File: src/rtl/ahb_cmd_sequencer.sv
// ahb_cmd_sequencer: queues upstream commands in a small FIFO and replays them
// one at a time onto a simple AHB-style strobe interface. Each transaction holds
// enable for a fixed number of cycles, then captures the read data and presents
// it as a response that must be accepted before the next command is issued.
module ahb_cmd_sequencer #(
  parameter int DEPTH      = 4,
  parameter int TXN_CYCLES = 3
) (
  input  logic                    hclk,
  input  logic                    hreset,
  input  logic                    cmd_valid,
  output logic                    cmd_ready,
  input  logic [31:0]             cmd_addr,
  input  logic                    cmd_wr,
  input  logic [1:0]              cmd_slave,
  input  logic [31:0]             cmd_dina,
  input  logic [31:0]             cmd_dinb,
  output logic                    enable,
  output logic [31:0]             addr,
  output logic                    wr,
  output logic [1:0]              slave_sel,
  output logic [31:0]             dina,
  output logic [31:0]             dinb,
  input  logic [31:0]             dout,
  output logic                    rsp_valid,
  input  logic                    rsp_ready,
  output logic [31:0]             rsp_data,
  output logic                    rsp_wr,
  output logic [1:0]              rsp_slave,
  output logic [$clog2(DEPTH):0]  fifo_level
);

  localparam int PTR_W = $clog2(DEPTH);
  localparam int LVL_W = PTR_W + 1;
  localparam int CNT_W = (TXN_CYCLES > 1) ? $clog2(TXN_CYCLES) : 1;
  localparam logic [LVL_W-1:0] FULL_LVL = LVL_W'(DEPTH);
  localparam logic [CNT_W-1:0] LAST_CNT = CNT_W'(TXN_CYCLES - 1);

  typedef enum logic [1:0] {
    ST_IDLE  = 2'd0,
    ST_ISSUE = 2'd1,
    ST_RESP  = 2'd2
  } state_t;

  typedef struct packed {
    logic [31:0] addr;
    logic        wr;
    logic [1:0]  slave;
    logic [31:0] dina;
    logic [31:0] dinb;
  } cmd_t;

  // Command storage and FIFO bookkeeping
  cmd_t             mem_r [DEPTH];
  logic [PTR_W-1:0] wr_ptr_r;
  logic [PTR_W-1:0] rd_ptr_r;
  logic [LVL_W-1:0] level_r;
  logic             cmd_ready_s;
  logic             push_s;
  logic             pop_s;
  cmd_t             cmd_in_s;
  cmd_t             head_s;

  // Sequencer control
  state_t           state_r;
  state_t           state_nxt_s;
  logic             complete_s;
  logic [CNT_W-1:0] cnt_r;
  logic [CNT_W-1:0] cnt_nxt_s;
  logic             enable_nxt_s;
  logic             rsp_valid_nxt_s;

  // Registered outputs
  logic             enable_r;
  logic [31:0]      addr_r;
  logic             wr_r;
  logic [1:0]       slave_sel_r;
  logic [31:0]      dina_r;
  logic [31:0]      dinb_r;
  logic             rsp_valid_r;
  logic [31:0]      rsp_data_r;
  logic             rsp_wr_r;
  logic [1:0]       rsp_slave_r;

  // Full is judged on the registered level, so a push can never overrun the FIFO
  assign cmd_ready_s = (level_r != FULL_LVL);
  assign push_s      = cmd_valid && cmd_ready_s;
  assign head_s      = mem_r[rd_ptr_r];

  // Pack the incoming command fields into one FIFO entry
  always_comb begin
    cmd_in_s       = '0;
    cmd_in_s.addr  = cmd_addr;
    cmd_in_s.wr    = cmd_wr;
    cmd_in_s.slave = cmd_slave;
    cmd_in_s.dina  = cmd_dina;
    cmd_in_s.dinb  = cmd_dinb;
  end

  // FIFO storage write; stale entries are harmless because pointers gate them
  always_ff @(posedge hclk) begin
    if (push_s) begin
      mem_r[wr_ptr_r] <= cmd_in_s;
    end
  end

  // FIFO pointers and occupancy; power-of-two depth makes pointers wrap naturally
  always_ff @(posedge hclk) begin
    if (hreset) begin
      wr_ptr_r <= '0;
      rd_ptr_r <= '0;
      level_r  <= '0;
    end else begin
      if (push_s) begin
        wr_ptr_r <= wr_ptr_r + PTR_W'(1);
      end
      if (pop_s) begin
        rd_ptr_r <= rd_ptr_r + PTR_W'(1);
      end
      case ({push_s, pop_s})
        2'b10:   level_r <= level_r + LVL_W'(1);
        2'b01:   level_r <= level_r - LVL_W'(1);
        default: level_r <= level_r;
      endcase
    end
  end

  // FSM state register
  always_ff @(posedge hclk) begin
    if (hreset) begin
      state_r <= ST_IDLE;
    end else begin
      state_r <= state_nxt_s;
    end
  end

  // FSM next state; pops only look at the level before any same-edge push
  always_comb begin
    state_nxt_s = state_r;
    pop_s       = 1'b0;
    complete_s  = 1'b0;
    case (state_r)
      ST_IDLE: begin
        if (level_r != LVL_W'(0)) begin
          state_nxt_s = ST_ISSUE;
          pop_s       = 1'b1;
        end else begin
          state_nxt_s = ST_IDLE;
        end
      end
      ST_ISSUE: begin
        if (cnt_r == LAST_CNT) begin
          state_nxt_s = ST_RESP;
          complete_s  = 1'b1;
        end else begin
          state_nxt_s = ST_ISSUE;
        end
      end
      ST_RESP: begin
        if (rsp_ready) begin
          if (level_r != LVL_W'(0)) begin
            state_nxt_s = ST_ISSUE;
            pop_s       = 1'b1;
          end else begin
            state_nxt_s = ST_IDLE;
          end
        end else begin
          state_nxt_s = ST_RESP;
        end
      end
      default: begin
        state_nxt_s = ST_IDLE;
      end
    endcase
  end

  // FSM outputs: strobes follow the next state so they appear registered with it
  always_comb begin
    enable_nxt_s    = (state_nxt_s == ST_ISSUE);
    rsp_valid_nxt_s = (state_nxt_s == ST_RESP);
    if (pop_s) begin
      cnt_nxt_s = '0;
    end else if ((state_r == ST_ISSUE) && !complete_s) begin
      cnt_nxt_s = cnt_r + CNT_W'(1);
    end else begin
      cnt_nxt_s = cnt_r;
    end
  end

  // Transaction counter and strobe registers
  always_ff @(posedge hclk) begin
    if (hreset) begin
      cnt_r       <= '0;
      enable_r    <= 1'b0;
      rsp_valid_r <= 1'b0;
    end else begin
      cnt_r       <= cnt_nxt_s;
      enable_r    <= enable_nxt_s;
      rsp_valid_r <= rsp_valid_nxt_s;
    end
  end

  // Command outputs load on issue and hold otherwise; response captured on completion
  always_ff @(posedge hclk) begin
    if (hreset) begin
      addr_r      <= '0;
      wr_r        <= 1'b0;
      slave_sel_r <= '0;
      dina_r      <= '0;
      dinb_r      <= '0;
      rsp_data_r  <= '0;
      rsp_wr_r    <= 1'b0;
      rsp_slave_r <= '0;
    end else begin
      if (pop_s) begin
        addr_r      <= head_s.addr;
        wr_r        <= head_s.wr;
        slave_sel_r <= head_s.slave;
        dina_r      <= head_s.dina;
        dinb_r      <= head_s.dinb;
      end
      if (complete_s) begin
        rsp_data_r  <= wr_r ? 32'h0000_0000 : dout;
        rsp_wr_r    <= wr_r;
        rsp_slave_r <= slave_sel_r;
      end
    end
  end

  assign cmd_ready  = cmd_ready_s;
  assign fifo_level = level_r;
  assign enable     = enable_r;
  assign addr       = addr_r;
  assign wr         = wr_r;
  assign slave_sel  = slave_sel_r;
  assign dina       = dina_r;
  assign dinb       = dinb_r;
  assign rsp_valid  = rsp_valid_r;
  assign rsp_data   = rsp_data_r;
  assign rsp_wr     = rsp_wr_r;
  assign rsp_slave  = rsp_slave_r;

endmodule

File: config.mk
export PLATFORM = sky130hd
export DESIGN_NAME = ahb_cmd_sequencer
export DESIGN_NICKNAME = d
export VERILOG_FILES = /design/src/rtl/ahb_cmd_sequencer.sv
export SDC_FILE = /design/constraint.sdc
export NUM_CORES = 1
export LEC_CHECK = 0
export ABC_AREA = 1
export BUFFER_PORTS_ARGS = -buffer_cell sky130_fd_sc_hd__buf_2
export CAP_MARGIN = 20
export CORE_AREA = 10 10 209 211
export DETAILED_ROUTE_END_ITERATION = 7
export DIE_AREA = 0 0 219 221
export GPL_ROUTABILITY_DRIVEN = 1
export GPL_TIMING_DRIVEN = 0
export PLACE_DENSITY = 0.82
export SETUP_SLACK_MARGIN = 0.15
export SLEW_MARGIN = 30
export SYNTH_ARGS = -nofsm -noshare
export SYNTH_HDL_FRONTEND = slang
export SYNTH_SLANG_ARGS = --single-unit
File: constraint.sdc
create_clock -name hclk -period 6.55 [get_ports hclk]
set_input_delay 0.3275 -clock hclk [delete_from_list [all_inputs] [get_ports hclk]]
set_output_delay 0.3275 -clock hclk [all_outputs]
set_load 0.005 [all_outputs]
* Yosys cells after proc, flatten, opt, wreduce, memory -nomap -nowiden
Memory sizes are Yosys's and may differ from the RTL's. A register that Yosys moved wholly into a read port is not among the register bits.
Index checks and enable logic that the tools add are counted.
** Cells by class
- Reductions and logical operators :: 7
- Muxes and demuxes :: 13
- $add $sub $neg :: 5
- Equal/unequal tests :: 8
** Operator list (count)
- two-way mux 32 bit :: 1
- equality test 2 bit, second input constant :: 4
- two-way mux 1 bit :: 7
- adder 2 x 1 -> 2 bit, second input constant :: 3
- equality test 2 x 1 -> 1 bit, second input constant :: 3
- one-hot mux 2 bit (3 select lines) :: 1
- one-hot mux 3 bit (2 select lines) :: 1
- two-way mux 2 bit :: 2
- adder 3 x 1 -> 3 bit, second input constant :: 1
- != test 3 bit, second input constant :: 1
- nonzero test 3 bit :: 1
- subtractor 3 x 1 -> 3 bit, second input constant :: 1
- logical AND 1 bit :: 2
- zero test 2 bit :: 1
- one-hot mux 1 bit (2 select lines) :: 1
- nonzero test 2 bit :: 1
- OR reduction 2 bit :: 1
- zero test 1 bit :: 1
** Word-level totals
- Input port bits :: 135
- Output and inout port bits :: 140
- Memories :: 1
- RAM bits :: 396
- Register bits after elaboration :: 48
** Memories
- mem_r :: words 4, width 99, rd ports 1, clocked after memory_dff 1, write ports 1, line 54 : cmd_t mem_r [DEPTH];

* Longest topological paths before layout
Gate-level depths: netlist (run 1).
- Depth in word-level cells :: 6
- Depth in mapped cells :: 14
- Mapped depth without buffers :: 13

* Worst setup path before layout (run 1)
OpenSTA, ideal clock, no wires.
- Path kind :: register -> register
- Start point :: reg level_r[1] (netlist: fifo_level[1])
- End point :: mem mem_r[0][0] in the netlist's numbering, enable pin
- Buffers on the path :: 0
- Arrival :: 4873 ps
- Cell stages (with the launch flop) :: 5
- Setup time :: 558 ps
- Path slack :: 1119 ps
- Cells stage by stage :: dfxtp_1 -> inv_1 -> nand3_1 -> nand2_1 -> nor2_1
** Between the ends
- Longest elaborated chain between the ends :: 4
** Ends and longest elaborated chain
- start: declaration :: line 57 : logic [LVL_W-1:0] level_r;
- start signal: assignment :: line 121 : 2'b10: level_r <= level_r + LVL_W'(1);
- start signal: assignment :: line 122 : 2'b01: level_r <= level_r - LVL_W'(1);
- start signal: assignment :: line 123 : default: level_r <= level_r;
- != test 3 bit :: line 86 : assign cmd_ready_s = (level_r != FULL_LVL);
- net cmd_ready :: line 12 : output logic cmd_ready,
- logical AND 1 bit :: line 87 : assign push_s = cmd_valid && cmd_ready_s;
- two-way mux 1 bit :: line 102 : if (push_s) begin
- two-way mux 1 bit (implied by the code) :: line 103 : mem_r[wr_ptr_r] <= cmd_in_s;
- end: declaration :: line 54
The timed path passes the listed nets, and every way through them passes these cells.

* Final worst setup path (run 1)
- Start point :: reg level_r[1] (netlist: fifo_level[1])
- End point :: mem mem_r[1][71] in the netlist's numbering, enable pin
** Between the ends
- Longest elaborated chain between the ends :: 4
** Ends and longest elaborated chain (line)
- != test 3 bit :: 86
- logical AND 1 bit :: 87
- two-way mux 1 bit :: 102
- two-way mux 1 bit (implied by the code) :: 103
No other way between the ends.

==> results of run 1 <==
[stage by stage]
step	utilization, %	setup slack, ns	TNS (ns)
floorplan	-	1.12	0
global placement	62.7	-2.38	-914.14
finish	71.5	3.98	0
detailed placement	64.4	4.01	0
CTS	71.5	3.97	0
global route	71.5	3.82	0
[worst register-to-register path: stages, from the launching register on]
cell	delay (ns)
dfxtp_1	0.37
inv_1	0.11
nand3_1	0.18
nand2_1	0.32
nor2_4	0.52
buf_16	0.23
buf_16	0.20
buf_16	0.18
buf_16	0.17
[sequential cells by signal, indices dropped and copies added (netlist names), 2 cells and up]
signal	flops
mem_r	396
wr_ptr_r	2
slave_sel	2
dina	32
rd_ptr_r	2
state_r	2
rsp_data	32
dinb	32
rsp_slave	2
cnt_r	2
fifo_level	3
addr	32
[cell families (layout without fill, tap and decap cells)]
family / Yosys count / count (layout) / share of synthesized area [%]
flops: 543 / 543 / 65.3
xor+xnor: 1 / 1 / 0.0386
compound gates: 48 / 48 / 1.07
buf+inv: 665 / 1162 / 11.5
fa+ha+maj: 7 / 7 / 0.418
other cells: 0 / 5 / 0
simple gates: 1227 / 1227 / 21.7
[worst max path at each step]
stage / start / to / slack [ns]
floorplan: fifo_level[1] / mem_r[0][0] / 1.12
global placement: fifo_level[1] / mem_r[2][71] / -2.38
detailed placement: fifo_level[1] / mem_r[1][71] / 4.01
CTS: fifo_level[1] / mem_r[1][71] / 3.97
global route: fifo_level[1] / mem_r[1][5] / 3.82
finish: fifo_level[1] / mem_r[1][71] / 3.98
[cells in the mapped netlist]
cell type and instances:
nand2_1 743, inv_1 545, edfxtp_1 396, nand3_1 241, nor2_1 240, dfxtp_1 147
buf_2 55, a21oi_1 44, clkbuf_1 42, buf_4 10, buf_1 8, ha_1 6
o21ai_0 3, buf_6 2, inv_2 2, nand2_2 2, a21oi_2 1, fa_1 1
inv_4 1, nor2_4 1, xor2_1 1
[what timing repair did]
item                                   CTS  global route
gates resized for setup                  0             0
endpoints found under the hold margin  396             0
hold buffers                            99             0
[routing by layer]
metal  up-vias  wire [µm]  global-route usage (%)
li1       8489          -                       -
met1      8319      23700                    29.9
met2       839      30500                    42.2
met3       122       5250                    4.49
met4         4       1350                    8.00
met5         -         14                       0
[power by group]
group | switching, mW | total (mW) | internal [mW]
registers | 0.187 | 4.36 | 4.17
logic | 2.35 | 3.52 | 1.17
clock network | 1.26 | 3.10 | 1.84
[final cells by class]
class                   count  area, µm²
repair buffers            396       3010
plain buffers             117        561
inverters                 548       2060
multi-input cells        1283       5300
well taps                 525        657
diodes                      5       12.5
clock inverters            17        164
fillers                  2678      11200
clock buffers              84       1640
flip-flops and latches    543      14800
==> results.json, run 1 <==
{
  "hold_path.class": "primary input to flip-flop",
  "max-vdd-ir-drop_v": 0.000272,
  "drcViolationCount": 0,
  "drv_cap": 0,
  "ctsHtreeMaxLevel": 2,
  "instances_no_fill": 3518,
  "yosysTopAreaCell": "edfxtp_1",
  "root_buffer": "clkbuf_16",
  "ys_warn_count": 0,
  "slowest_delay_ns": 0.52,
  "ys_types": 21,
  "path_delay_family": "simple AND/OR/NAND/NOR gates",
  "clock-sinks": 543,
  "place_area_um2": 25400,
  "synth_top_area_share_pct": 52.3,
  "cts_setup_buffers": 0,
  "fin_crit_ns": 2.57,
  "hold_path_end": "wr_ptr_r[0]",
  "coreArea_um2": 39500,
  "die_w_um": 219,
  "rr_worst_depth": 8,
  "final_common_cell": "nand2_1",
  "finish.instance_area_um2": 28200,
  "vias": 17800,
  "drive_gt1_share_pct": 15.4,
  "min_period_over_period_pct": 39.3,
  "cp_common_cell": "buf_16",
  "fmax_ghz": 0.389,
  "avgSynthCellArea_um2": 9.12,
  "synth.area.top_cells": "edfxtp_1 52%, dfxtp_1 13%, nand2_1 12%",
  "via_per_inst": 5.05,
  "ioPinCount": 275,
  "clock_latency_ns": 0.59,
  "wl_per_cell_um": 17.3,
  "dpl.cell_count": 3313,
  "initialDrtViolationCount": 1726,
  "fp-row-count": 73,
  "hold_violations": 0,
  "critPathCaptureType": "flip-flop",
  "drtPass1Iterations": 6,
  "required_ns": 6.84,
  "path_buf_inv": 5,
  "p_total_mw": 11.0,
  "yosysSeqAreaShare_pct": 65.3,
  "grt_pass1_wl_um": 93100,
  "synthesis.area_um2": 22700,
  "crit_path_top_delay_cell": "nor2_4",
  "path_clk_slew_ns": 0.06,
  "grt-ovfl-total": 0,
  "final_net_count": 3085,
  "grt_max_degree": 21,
  "area_growth_pct": 24.2,
  "most-common-layout-cells": "743 x nand2_1, 545 x inv_1, 396 x edfxtp_1",
  "initial_utilization_pct": 57.6,
  "cp_num_cells": 8,
  "power_density_nw_per_um2": 389,
  "synth_cells": 2491,
  "ys_ff_latch": 543,
  "ant_nets": 0,
  "critPathMaxFanout": 17,
  "syn_nets": 2633,
  "cp.arrival_ns": 2.86,
  "slew_violations": 0,
  "die_area_um2": 48400,
  "fin_skew_ns": 0.0126,
  "worstReg2RegStart": "fifo_level[1]",
  "max_slew_margin_pct": 48.0,
  "whs_ns": 0.0810,
  "cts_inserted_buffers": 54,
  "p_leak_nw": 13.6,
  "port_buffers": 273,
  "gr-usage-all-layers_pct": 24.3,
  "cp-start-kind": "flip-flop",
  "cts_buffer_depth": 3,
  "cts_tree": "built",
  "die_height_um": 221,
  "rsz0062_at_grt": "false",
  "critical_path_class": "flip-flop to flip-flop",
  "outcome": "completed",
  "r2r-end": "mem_r[1][71]",
  "grt_pass1_vias": 17500,
  "grt_antenna_before_repair": 5,
  "post-dp-hpwl_um": 40600,
  "wl_um": 60800,
  "min_from": "cmd_valid",
  "holdPathStages": 3,
  "reg2reg_slack_ns": 3.98,
  "crit_chain": "inv_1 -> nand3_1 -> nand2_1 -> nor2_4 -> buf_16 -> buf_16 -> buf_16 -> buf_16",
  "setup_viol": 0,
  "tightest_slew_ns": 0.781,
  "gp_congestion": 0.883
}
Note: power is estimated with default switching activity, not from simulation.
==> run 2, diff against run 1 <==
ABC_AREA = 0   (was 1)
CORE_AREA = 10 10 210 212   (was 10 10 209 211)
DIE_AREA = 0 0 220 222   (was 0 0 219 221)
PLACE_DENSITY = 0.78   (was 0.82)
clock period = 2.1 ns   (was 6.55 ns; I/O delays follow)
==> run 2 against run 1 <==
Net effect: die area up 0.91%; the flow now finishes with violations (setup timing); final cell count down 35%; largest cell class unchanged; count of clock-buffer cells in the layout down 13; power rose to 3.0 times the previous value; critical path depth up 1; fmax up 18%; clock skew up 0.0021 ns; routed wire length down 8.3%; highest routed layer unchanged; hold slack better by 0.040 ns.
==> results.json, run 2 <==
{
  "drtPass1Iterations": 6,
  "grtUsageMet1_pct": 27.8,
  "synth-edff-count": 396,
  "final_net_count": 1851,
  "tightest_slew_ns": 0.871,
  "max-vdd-ir-drop_v": 0.000780,
  "drive_gt1_share_pct": 31.5,
  "initialDrtViolationCount": 1453,
  "async_flop_share_pct": 0,
  "cp-start-kind": "flip-flop",
  "min_period_over_period_pct": 104,
  "avgSynthCellArea_um2": 16.7,
  "max_slew_margin_pct": 41.9,
  "grt_antenna_before_repair": 13,
  "yosys.area_share.adder_pct": 0.465,
  "ioPinCount": 275,
  "use_met3_pct": 6.47,
  "finalWorstSetupSlack_ns": -0.0767,
  "area_growth_pct": 27.9,
  "die_height_um": 222,
  "outcome": "finished, violations left",
  "root_buffer": "clkbuf_16",
  "most-common-layout-cells": "396 x edfxtp_1, 306 x buf_2, 144 x dfxtp_1",
  "gp_congestion": 0.857,
  "finalSetupTns_ns": -0.0767,
  "final_common_cell": "edfxtp_1",
  "fmax_ghz": 0.459,
  "largest_reg_flops": 396,
  "gr-usage-all-layers_pct": 22.3,
  "fin_crit_ns": 2.18,
  "drcViolationCount": 0,
  "slew_violations": 0,
  "hold_violations": 0,
  "ys_ff_latch": 543,
  "cp.arrival_ns": 2.69,
  "clock_latency_ns": 0.59,
  "yosysSeqAreaShare_pct": 72.6,
  "grt-ovfl-total": 0,
  "power_density_nw_per_um2": 1270,
  "fillCellCount": 2673,
  "synth_top_area_share_pct": 58.2,
  "p_leak_nw": 9.35,
  "vias": 13400,
  "violations": "setup timing",
  "yosysMostFrequentCell": "edfxtp_1",
  "rsz0062_at_grt": "true",
  "critPathMaxFanout": 6,
  "wl_per_cell_um": 24.4,
  "busiest_layer": "met2",
  "initial_utilization_pct": 51.5,
  "required_ns": 2.61,
  "synth_xor_area_share_pct": 0.129,
  "wl_um": 55700,
  "ant_nets": 0,
  "final_core_util_pct": 65.9,
  "path_clk_slew_ns": 0.06,
  "yosysTopAreaCell": "edfxtp_1",
  "largest_register": "mem_r",
  "ctsHtreeMaxLevel": 2,
  "synthesis.area_um2": 20400,
  "synth_cells": 1221,
  "ys_types": 35,
  "synth_compound_area_share_pct": 7.28,
  "cts_tree": "built",
  "synthSimpleGateAreaFrac_pct": 5.72,
  "port_buffers": 273,
  "die_w_um": 220,
  "synth.area.top_cells": "edfxtp_1 58%, dfxtp_1 14%, mux4_2 11%",
  "post-dp-hpwl_um": 35700,
  "grt_pass1_vias": 13900,
  "setup_viol": 1,
  "grt_pass1_wl_um": 83100,
  "die_area_um2": 48800,
  "cts_buffer_depth": 3,
  "syn_nets": 1363,
  "ys.flop_type": "edfxtp_1",
  "fin_skew_ns": 0.0147,
  "critPathCaptureType": "flip-flop",
  "ys_warn_count": 0,
  "grt_max_degree": 39,
  "fp-row-count": 73,
  "met2_usage_pct": 35.9,
  "p_total_mw": 33.1,
  "synth_top_family_by_area": "multiplexers",
  "synth.area.mux_share_pct": 11.0,
  "synth_commonest_cells": "396 x edfxtp_1, 147 x dfxtp_1, 140 x a21oi_1, 100 x nand4_1, 100 x o31ai_1",
  "drv_cap": 0,
  "whs_ns": 0.121,
  "coreArea_um2": 39600,
  "critical_path_class": "flip-flop to flip-flop",
  "hold_path.class": "primary input to flip-flop",
  "cts_inserted_buffers": 53,
  "clock-sinks": 543,
  "via_per_inst": 5.86
}
==> run 2: cell types whose count changed after synthesis, moves of 99 or more <==
| cell | change |
|---|---|
| nand4_1 | +100 |
| nor2_1 | -231 |
| nand3_1 | -239 |
| mux4_2 | +99 |
| o31ai_1 | +100 |
| nand2_1 | -704 |
| inv_1 | -538 |
==> run 2: final cells by class <==
cell class	count	area [µm²]	share of cell area, %
antenna	9	22.5	0.0862
clock buffer	71	1470	5.61
clock inverter	29	273	1.04
tap	525	657	2.51
sequential	543	14800	56.8
timing repair buffer	433	3170	12.1
multi-input combinational	554	5090	19.5
buffer	117	583	2.23
inverter	7	26.3	0.101
==> run 2: path summary, 6_finish.rpt <==
path	slack, ns	depth (start not counted)	end	startpoint
min reg2reg	0.45	2	rsp_data[12]	rsp_data[12]
min	0.12	4	rd_ptr_r[1]	rsp_ready
max reg2reg	-0.08	9	fifo_level[2]	fifo_level[1]
max	-0.08	9	fifo_level[2]	fifo_level[1]
==> run 2: critical path: stages (launching register included) <==
cell,delay [ns]
dfxtp_4,0.36
or3b_1,0.36
clkbuf_8,0.15
nand2_4,0.07
ha_4,0.13
inv_2,0.03
fa_2,0.34
xor2_2,0.16
or3_4,0.37
a21oi_2,0.12
==> run 2: cells by family after synthesis <==
| group | after synthesis |
|---|---|
| compound gates | 245 |
| xor+xnor | 3 |
| fa+ha+maj | 7 |
| buf+inv | 124 |
| flops | 543 |
| mux | 100 |
| simple gates | 199 |
==> run 2: metal layers <==
layer	wire length [µm]	vias to the layer above
li1	-	5930
met1	21300	6709
met2	27100	641
met3	5550	123
met4	1700	8
met5	50	-
==> run 2: timing repair <==
| item | CTS | global route |
|---|---|---|
| pin swaps | 5 | 5 |
| gates cloned | 0 | 4 |
| endpoints found under the hold margin | 431 | 0 |
| buffers inserted | 5 | 8 |
| hold buffers | 133 | 0 |
| setup endpoints to repair | 92 | 243 |
| resized for setup | 11 | 17 |
==> run 2: where the power goes <==
group          total [mW]  internal, mW  switching, mW
combinational        9.81          4.22           5.58
clock                9.42          5.41           4.01
sequential           13.9          13.1          0.777
==> run 2: through the flow <==
stage / worst slack [ns] / cells / cell area (µm²)
detailed placement: -0.265 / 2029 / 22800
finish: -0.0767 / 2288 / 26100
global placement: -0.378 / 2019 / 22500
floorplan: 0.0369 / 1221 / 20500
global route: -0.144 / 2287 / 26100
CTS: -0.0141 / 2267 / 25900
==> run 3, diff against run 2 <==
CORE_AREA = 10 10 214 216   (was 10 10 210 212)
DIE_AREA = 0 0 224 226   (was 0 0 220 222)
PLACE_DENSITY = 0.76   (was 0.78)
==> run 3 against run 2 <==
Net effect: the run still ends with setup timing left; non-clock buffer count shrank 9; routed wire length shrank 0.64%; count of clock-buffer cells in the layout grew 9; critical path depth is the same; final area shrank 0.26%; setup slack gained 0.055 ns; via count shrank 0.72%; core utilization shrank 3.2 points; combinational power is essentially flat; fmax grew 2.6%; first-iteration DRC count shrank 22%; global-route usage shrank 0.99 points; critical path type unchanged; largest cell class unchanged.
==> results.json, run 3 (synthesis gave the netlist of run 2 again) <==
{
  "final_net_count": 1844,
  "critPathCaptureType": "flip-flop",
  "area_growth_pct": 27.6,
  "min_period_over_period_pct": 101,
  "wl_um": 55400,
  "whs_ns": 0.111,
  "multi_input_area_um2": 5090,
  "largest_reg_flops": 396,
  "cp.arrival_ns": 2.64,
  "p_leak_nw": 9.33,
  "hold_path.class": "primary input to flip-flop",
  "vias": 13300,
  "cts_tree": "built",
  "wl_per_cell_um": 24.1,
  "most-common-layout-cells": "396 x edfxtp_1, 305 x buf_2, 144 x dfxtp_1",
  "ctsHtreeMaxLevel": 2,
  "finalSetupTns_ns": -0.0212,
  "max_slew_margin_pct": 40.3,
  "clock_latency_ns": 0.60,
  "violations": "setup timing",
  "ant_nets": 0,
  "cts_inserted_buffers": 55,
  "p_total_mw": 33.1,
  "drtPass1Iterations": 5,
  "holdPathStages": 4,
  "critPathMaxFanout": 4,
  "clock-sinks": 543,
  "grt_pass1_vias": 13700,
  "root_buffer": "clkbuf_16",
  "via_per_inst": 5.80,
  "dpl_worst_slack_ns": -0.218,
  "port_buffers": 273,
  "die_height_um": 226,
  "hold_path_end": "rd_ptr_r[1]",
  "rr_worst_depth": 9,
  "post-dp-hpwl_um": 35000,
  "setup_viol": 1,
  "layout.area.seq_um2": 14800,
  "initial_utilization_pct": 49.2,
  "fin_crit_ns": 2.12,
  "coreArea_um2": 41600,
  "drive_gt1_share_pct": 31.8,
  "rsz0062_at_grt": "true",
  "gr-usage-all-layers_pct": 21.3,
  "initialDrtViolationCount": 1127,
  "die_w_um": 224,
  "worstReg2RegStart": "fifo_level[1]",
  "tightest_slew_ns": 0.896,
  "drv_cap": 0,
  "fin_skew_ns": 0.0102,
  "grt_pass1_wl_um": 82100,
  "min_from": "rsp_ready",
  "hold_violations": 0,
  "grt_max_degree": 40,
  "ioPinCount": 275,
  "gp_congestion": 0.836,
  "outcome": "finished, violations left",
  "fp-row-count": 75,
  "reg2reg_slack_ns": -0.02,
  "grt-ovfl-total": 0,
  "final_common_cell": "edfxtp_1",
  "fillCellCount": 2995,
  "required_ns": 2.62,
  "path_clk_slew_ns": 0.06,
  "largest_register": "mem_r",
  "slew_violations": 0,
  "finalWorstSetupSlack_ns": -0.0212,
  "critical_path_class": "flip-flop to flip-flop",
  "die_area_um2": 50600,
  "power_density_nw_per_um2": 1270,
  "drcViolationCount": 0,
  "cts_buffer_depth": 3,
  "fmax_ghz": 0.471,
  "grt_antenna_before_repair": 8,
  "cp-start-kind": "flip-flop",
  "r2r-end": "fifo_level[2]",
  "max-vdd-ir-drop_v": 0.000911
}
==> run 3: changes by cell type in the layout (fill, tap and decap cells not counted), sizes merged <==
cell,change
clkinvlp,-1
inv,-1
clkbuf,+9
diode,-2
clkinv,-1
bufinv,-3
buf,-9
==> run 3: layout make-up <==
| cell class | instances | share of cell area [%] |
|---|---|---|
| Tap cell | 539 | 2.59 |
| Clock buffer | 80 | 6.23 |
| Buffer | 117 | 2.30 |
| Clock inverter | 23 | 0.552 |
| Multi-Input combinational cell | 554 | 19.5 |
| Antenna cell | 7 | 0.0672 |
| Timing Repair Buffer | 424 | 11.7 |
| Sequential cell | 543 | 56.9 |
| Inverter | 7 | 0.101 |
==> run 3: report_power, final <==
part           switching, mW  internal [mW]  leakage, nW
logic                   5.57           4.25         3.62
clock network           4.01           5.47        0.876
registers              0.754           13.1         4.83
==> run 3: timing repair <==
item                                    4_1_cts  5_1_grt
pin swaps                                     5        2
cloned                                        0        2
resized for setup                             7       33
setup buffers                                 6        1
endpoints found under the hold margin       431        0
endpoints found under the setup margin        4      309
hold buffers                                133        0
==> run 3: how the worst max path moves through the flow <==
stage	from	endpoint	slack, ns	cells past startpoint
floorplan	fifo_level[1]	fifo_level[2]	0.04	9
global placement	fifo_level[2]	mem_r[0][15]	-0.36	3
detailed placement	fifo_level[0]	fifo_level[2]	-0.22	9
CTS	fifo_level[1]	fifo_level[2]	-0.01	9
global route	fifo_level[1]	fifo_level[2]	-0.10	9
finish	fifo_level[1]	fifo_level[2]	-0.02	9
==> run 3: per-layer routing <==
metal  track usage, %  vias to the layer above  part of all wire, %
met1             26.7                     6749                   40
li1                 -                     5918                    -
met3             5.36                       85                  8.3
met4             7.04                        0                  2.2
met2             35.6                      563                   50
met5                0                        -                    0
==> run 3: critical path, stage by stage, from the launching register on <==
cell	delay [ns]
dfxtp_4	0.34
or3b_1	0.37
clkbuf_8	0.15
nand2_4	0.07
ha_4	0.14
inv_2	0.04
fa_2	0.34
xor2_1	0.16
or3_1	0.31
a21oi_1	0.12
==> run 3: metrics by stage <==
stage	cell area [µm²]	instances	util, %
CTS	25900	2284	62.4
global route	26100	2292	62.7
detailed placement	22800	2042	54.8
global placement	22500	2033	54.2
finish	26100	2294	62.7
floorplan	20500	1221	-
